**config.mk**
```make
export PLATFORM = sky130hd
export DESIGN_NAME = mario_wavrom_arbiter
export DESIGN_NICKNAME = d
export VERILOG_FILES = /design/src/rtl/mario_wavrom_arbiter.sv
export SDC_FILE = /design/constraint.sdc
export NUM_CORES = 1
export LEC_CHECK = 0
export CAP_MARGIN = 15
export CORE_ASPECT_RATIO = 1.25
export CORE_MARGIN = 8
export CORE_UTILIZATION = 36
export CTS_CLUSTER_SIZE = 14
export DETAILED_ROUTE_END_ITERATION = 7
export PLACE_DENSITY = 0.76
export SLEW_MARGIN = 20
export SYNTH_ARGS = -nofsm -noshare
export SYNTH_HDL_FRONTEND = slang
export SYNTH_SLANG_ARGS = --single-unit
export TNS_END_PERCENT = 1
```
**constraint.sdc**
```tcl
create_clock -name I_CLK -period 1.44 [get_ports I_CLK]
set_input_delay 0.288 -clock I_CLK [delete_from_list [all_inputs] [get_ports I_CLK]]
set_output_delay 0.288 -clock I_CLK [all_outputs]
set_load 0.03 [all_outputs]
```
**src/rtl/mario_wavrom_arbiter.sv**
```systemverilog
// rtl/mario_wavrom_arbiter.sv - round-robin arbiter sharing the wave-sample ROM read port
// Optional MARIO_WAVROM_CH0_PRIO_EN: channel 0 (skid) pre-empts the rotation in IDLE.
module mario_wavrom_arbiter #(
  parameter int NUM_CH  = 4,
  parameter int CHW     = 2,
  parameter int AW      = 13,
  parameter int DW      = 16,
  parameter int ROM_LAT = 1
) (
  input  logic                 I_CLK,
  input  logic                 I_RESET,
  input  logic [NUM_CH-1:0]    I_REQ,
  input  logic [NUM_CH*AW-1:0] I_ADDR,
  output logic [NUM_CH-1:0]    O_ACK,
  output logic [DW-1:0]        O_DATA,
  output logic [CHW-1:0]       O_CH,
  output logic                 O_BUSY,
  output logic [AW-1:0]        O_ROM_ADDR,
  output logic                 O_ROM_RD,
  input  logic [DW-1:0]        I_ROM_DATA
);

  typedef enum logic [1:0] {IDLE, READ, WAIT, DONE} state_e;

  state_e              state_q, state_d;
  logic [NUM_CH-1:0]   ack_q, ack_d;
  logic [DW-1:0]       data_q, data_d;
  logic [CHW-1:0]      ch_q, ch_d;
  logic [CHW-1:0]      ptr_q, ptr_d;
  logic [AW-1:0]       rom_addr_q, rom_addr_d;
  logic                rom_rd_q, rom_rd_d;
  logic [3:0]          cnt_q, cnt_d;

  logic [CHW-1:0]      win_idx;
  logic [CHW-1:0]      idx;
  logic                win_found;
  logic                capture;

  // Winner: first requester at or above the pointer, wrapping.
  always_comb begin
    win_found = 1'b0;
    win_idx   = '0;
    idx       = '0;
    for (int i = 0; i < NUM_CH; i++) begin
      idx = CHW'((int'(ptr_q) + i) % NUM_CH);
      if (!win_found && I_REQ[idx]) begin
        win_found = 1'b1;
        win_idx   = idx;
      end
    end
`ifdef MARIO_WAVROM_CH0_PRIO_EN
    if (I_REQ[0]) begin
      win_found = 1'b1;
      win_idx   = '0;
    end
`endif
  end

  always_ff @(posedge I_CLK) begin
    if (I_RESET) begin
      state_q    <= IDLE;
      ack_q      <= '0;
      data_q     <= '0;
      ch_q       <= '0;
      ptr_q      <= '0;
      rom_addr_q <= '0;
      rom_rd_q   <= 1'b0;
      cnt_q      <= '0;
    end else begin
      state_q    <= state_d;
      ack_q      <= ack_d;
      data_q     <= data_d;
      ch_q       <= ch_d;
      ptr_q      <= ptr_d;
      rom_addr_q <= rom_addr_d;
      rom_rd_q   <= rom_rd_d;
      cnt_q      <= cnt_d;
    end
  end

  always_comb begin
    state_d = state_q;
    case (state_q)
      IDLE: if (win_found) state_d = READ;
      READ: state_d = (ROM_LAT == 1) ? DONE : WAIT;
      WAIT: if (cnt_q == 4'd1) state_d = DONE;
      DONE: state_d = IDLE;
      default: state_d = IDLE;
    endcase
  end

  // Data is captured on the edge that enters DONE, ROM_LAT edges after the grant.
  assign capture = ((state_q == READ) && (ROM_LAT == 1)) ||
                   ((state_q == WAIT) && (cnt_q == 4'd1));

  always_comb begin
    ack_d      = '0;
    data_d     = data_q;
    ch_d       = ch_q;
    ptr_d      = ptr_q;
    rom_addr_d = rom_addr_q;
    rom_rd_d   = 1'b0;
    cnt_d      = cnt_q;
    case (state_q)
      IDLE: begin
        if (win_found) begin
          ch_d       = win_idx;
          rom_addr_d = I_ADDR[int'(win_idx)*AW +: AW];
          rom_rd_d   = 1'b1;
        end
      end
      READ: cnt_d = 4'(ROM_LAT - 1);
      WAIT: cnt_d = cnt_q - 4'd1;
      DONE: begin
`ifdef MARIO_WAVROM_CH0_PRIO_EN
        if (ch_q != '0)
          ptr_d = (int'(ch_q) == NUM_CH - 1) ? '0 : ch_q + 1'b1;
`else
        ptr_d = (int'(ch_q) == NUM_CH - 1) ? '0 : ch_q + 1'b1;
`endif
      end
      default: ;
    endcase
    if (capture) begin
      ack_d[ch_q] = 1'b1;
      data_d      = I_ROM_DATA;
    end
  end

  assign O_ACK      = ack_q;
  assign O_DATA     = data_q;
  assign O_CH       = ch_q;
  assign O_BUSY     = (state_q != IDLE);
  assign O_ROM_ADDR = rom_addr_q;
  assign O_ROM_RD   = rom_rd_q;

endmodule

```
# After elaboration in Yosys (flattened, before gate mapping)
# Index checks and enable logic that the tools add are counted.
# word_totals
ff_bits	44
output_inout_bits	37
word_cells	70
input_bits	74
# op_classes
muxes	24
shifts	1
bitwise_logic	2
order_cmp	6
reduce_logical	16
n_eq_ne	7
addsub	5
multipliers	1
# op_table
op	count
52-bit by 7-bit variable part select with 13-bit output	1
2-bit by 3-bit < comparator with 1-bit output (second input constant)	5
2-bit two-way mux	7
1-bit two-way mux	10
1-bit binary-select mux with 2-bit select	4
2-bit one-hot mux with 4 select lines	1
4-bit one-hot mux with 2 select lines	1
2-bit by 4-bit multiplier with 6-bit output (second input constant)	1
1-bit logical AND	5
2-bit by 1-bit adder with 2-bit output (second input constant)	2
2-bit adder (second input constant)	2
2-bit by 1-bit equality test with 1-bit output (second input constant)	2
2-bit equality test (second input constant)	2
4-bit by 1-bit equality test with 1-bit output (second input constant)	1
2-bit inequality test (second input constant)	2
2-bit AND reduction	2
2-bit nonzero test	2
2-bit OR reduction	2
4-bit by 1-bit subtractor with 4-bit output (second input constant)	1
1-bit zero test	3
1-bit demux with 2-bit select	1
2-bit by 1-bit >= comparator with 1-bit output (second input constant)	1
2-bit zero test	1
1-bit NOT	2
1-bit logical OR	1

# Depth between registers and ports, before layout
# depth
word_depth	14
mapped_depth	8

# Worst setup path before layout
# Ideal clock, no wire load.
# synth_timing
kind	register to register
startpoint	register state_q[0]
endpoint	register rom_addr_q[11], in the netlist O_ROM_ADDR[11]
arrival_time_ns	1.525
setup_slack_ns	-0.163
setup_time_ns	0.079
synth_period_minus_slack_ns	1.603
t_required_ns	1.361
path_stages_with_launch	9
path_cell_list	dfxtp_1 inv_1 ha_1 inv_1 a21o_2 and2b_1 buf_2 nand2_1 o221ai_2
# synth_via
elab_chain_cells	2
# synth_rtl
element	line_no	source
start: declaration	25	state_e state_q, state_d;
start signal: assignment	70	state_q <= state_d;
2-bit zero test	104	case (state_q)
2-bit AND reduction (no line)	n/a	
end signal: assignment	75	rom_addr_q <= rom_addr_d;
end: declaration	30	logic [AW-1:0] rom_addr_q, rom_addr_d;
# Every way passes these cells.
# A chain may end at the register's enable or synchronous reset.

# Worst setup path after layout
# layout_timing
startpoint	register state_q[0]
endpoint	register data_q[3], in the netlist O_DATA[3]
# layout_via
elab_chain_cells	3
elab_cells_between_ends	4
classes_between	2 x eq/ne; 2 x reduce/logical
# layout_rtl
element	line_no	source
2-bit equality test	94	((state_q == WAIT) && (cnt_q == 4'd1));
1-bit logical AND	94	
1-bit logical OR *	93	assign capture = ((state_q == READ) && (ROM_LAT == 1)) ||
end signal: assignment	72	data_q <= data_d;
end: declaration	27	logic [DW-1:0] data_q, data_d;
# Every way passes the cells marked *; elsewhere a longest branch is shown, timed or not.

==> flow_metrics.tcl <==
set metrics [dict create \
    place_worst_setup_slack_ps -546 \
    p_leak_nw 1.66 \
    reg2reg_slack_ps -70 \
    rsz0062_at_grt "yes" \
    synth.most_common_cell "mux2i_1" \
    cp_max_fo 12 \
    hold_end "O_ROM_ADDR[11]" \
    failed_checks "negative setup slack" \
    area_delta_synth_final_pct 69.8 \
    ys_warn_count 0 \
    crit_path_start_kind "flop" \
    grt_first_pass_wirelength_um 10400 \
    grtUsageMet2 0.247 \
    status "complete, but fails checks" \
    numCtsBuffers 5 \
    die_h_um 104 \
    hp-start "O_ROM_ADDR[11]" \
    insertion_delay_ps 300 \
    vias_per_cell 4.76 \
    tns_ps -664 \
    place.gp.congestion 0.782 \
    path_delay_family "buffers and inverters" \
    ys.flop_type "dfxtp_1" \
    worstSetupEndpointType "flop" \
    syn_nets 296 \
    post-route-period-util 1.05 \
    finClkSkew_ps 7.13 \
    drt_iter0_markers 41 \
    fmax_ghz 0.662 \
    power_density_nw_per_um2 1290 \
    ios 111 \
    utilization 0.621 \
    fin_crit_ps 1510 \
    postCtsSetupRepairBufs 0 \
    seq_area_frac_synth 0.398 \
    overflow 0 \
    fillers 516 \
    fp-row-count 32 \
    path_class "reg -> reg" \
    grt_pass1_vias 2139 \
    max_stage_delay_ps 350 \
    initial_core_util 0.366 \
    hpwlAfterDp_um 5270 \
    final_area_um2 3760 \
    crit_arrival_ps 1700 \
    dp.cells 425 \
    netlist_area_um2 2210 \
    use_met3 0.0704 \
    cp.required_ps 1630 \
    insertedDiodeCount 0 \
    synth_cell_types 35 \
    synth-edff-count 0 \
    timing.rr.start "state_q[0]" \
    num_vias 2061 \
    slew_viol_final 0 \
    hold_viol_final 0 \
    dpl-instance-area_um2 3640 \
    maxCapViolations 0 \
    cts_tree "built" \
    ant_nets 0 \
    cts.sinks 44 \
    postCtsHoldBufs 0 \
    reg2reg_to "O_DATA[3]" \
    dieArea_um2 8920 \
    root_buffer "clkbuf_8" \
    path_clk_slew_ps 90 \
    io_buffers 110 \
    ff2ff_path_depth 7 \
    cts_max_path_buffers 2 \
    whs_path_depth 2 \
    fin_cells 433 \
    synth-async-reset-ratio 0 \
    antenna_found_initial 0 \
    busiest_layer "met2" \
    setup_viol 23 \
    critical_path.cell_chain "inv_2 -> buf_4 -> ha_4 -> a31oi_4 -> buf_12 -> mux2i_1 -> nor2_1" \
    avgSynthCellArea_um2 10.4 \
    synth_seq_cells 44 \
    synth_top_area_cell "dfxtp_1" \
    core_um2 6050 \
    hold_ws_ps 467 \
    power_mw 4.85 \
    maxSlewHeadroom 0.767 \
    dr.pass1.iters 4 \
    h-tree-depth 2 \
    irDropWorstVdd_uv 887 \
    post_drt_wl_per_cell_um 15.1 \
    route.detailed.drc 0 \
    globalRouteTotalUtil 0.144 \
    met1_usage 0.155 \
    die_w_um 86.1 \
    final_nets 431 \
    wl_um 6560 \
    grt_max_degree 28 \
    drive_above_1_share 0.221 \
    critical_path_buf_inv_count 3 \
    worstMarginPinSlew_ps 352 \
    yosys-top-cells-area "dfxtp_1 40%, mux2i_1 21%, o221ai_2 7.5%" \
    worst_slack_ps -69.6 \
    worstHoldPathType "reg -> reg" \
    yosysTopAreaCellShare 0.398 \
    synthTopCellsByCount "46 x mux2i_1, 44 x dfxtp_1, 30 x nor2_1" \
    syn_inst 212 \
    slowest_stage "dfxtp_2" \
]
[cell usage in the layout (no fill, tap or decap), types with 2 or more instances in the layout]
cell,synthesis,layout
inv_1,11,7
dfxtp_1,44,41
nor2_1,30,29
a21oi_1,4,4
ha_4,0,2
and2_1,4,3
nor2_2,1,2
ha_1,10,7
buf_12,2,6
nand2_1,18,18
o221ai_1,2,2
clkdlybuf4s50_1,0,69
clkbuf_8,0,5
nand2b_4,0,2
dlygate4sd2_1,0,38
buf_4,0,24
inv_2,0,3
mux2i_2,0,2
o221ai_2,11,11
dfxtp_2,0,3
mux2i_1,46,43
[cells by family after synthesis]
family,Yosys count,synth area share
buf+inv,21,0.0662
flops,44,0.398
mux,47,0.213
compound gates,29,0.144
fa+ha+maj,10,0.0566
simple gates,61,0.122
[worst min-delay path: stages (launching register included)]
cell	delay, ps
dfxtp_1	330
nand2_1	60
o221ai_2	50
[worst max path at each step]
stage,end,from,cells past startpoint,slack (ps)
floorplan,O_ROM_ADDR[10],state_q[0],8,4
global route,O_ROM_ADDR[4],ptr_q[0],6,-130
detailed placement,O_ROM_ADDR[5],I_REQ[0],7,-550
CTS,O_ROM_ADDR[5],ptr_q[0],6,-70
finish,O_DATA[3],state_q[0],7,-70
global placement,O_ROM_ADDR[5],I_REQ[0],7,-470
[power breakdown]
part	switching (mW)	internal [mW]
logic	1.19	1.13
clock network	0.447	0.523
registers	0.124	1.45
total	1.76	3.10
[repair_timing]
| action | 4_1_cts | 5_1_grt |
|---|---|---|
| pin swaps | 3 | 1 |
| setup endpoints to repair | 62 | 36 |
| cloned | 0 | 0 |
| gates resized for setup | 41 | 9 |
[layout make-up]
cell class	instances	area (µm²)	share of cell area
clock buffer	5	68.8	0.0183
tap	85	106	0.0283
multi-input combinational	147	1270	0.338
clock inverter	3	46.3	0.0123
sequential	44	885	0.236
timing repair buffer	138	1340	0.355
inverter	11	43.8	0.0117
[sequential cells by signal (all words and copies together), names as in the netlist]
register / flops
state_q: 2
O_ROM_ADDR: 13
O_ROM_RD: 1
O_ACK: 4
O_CH: 2
cnt_q: 4
O_DATA: 16
ptr_q: 2
[per-layer routing]
metal	wire, µm	vias to the layer above
li1	-	1010
met1	2650	942
met2	3100	102
met3	735	7
met4	69	0
met5	0	-
Note: power is estimated with default switching activity, not from simulation.
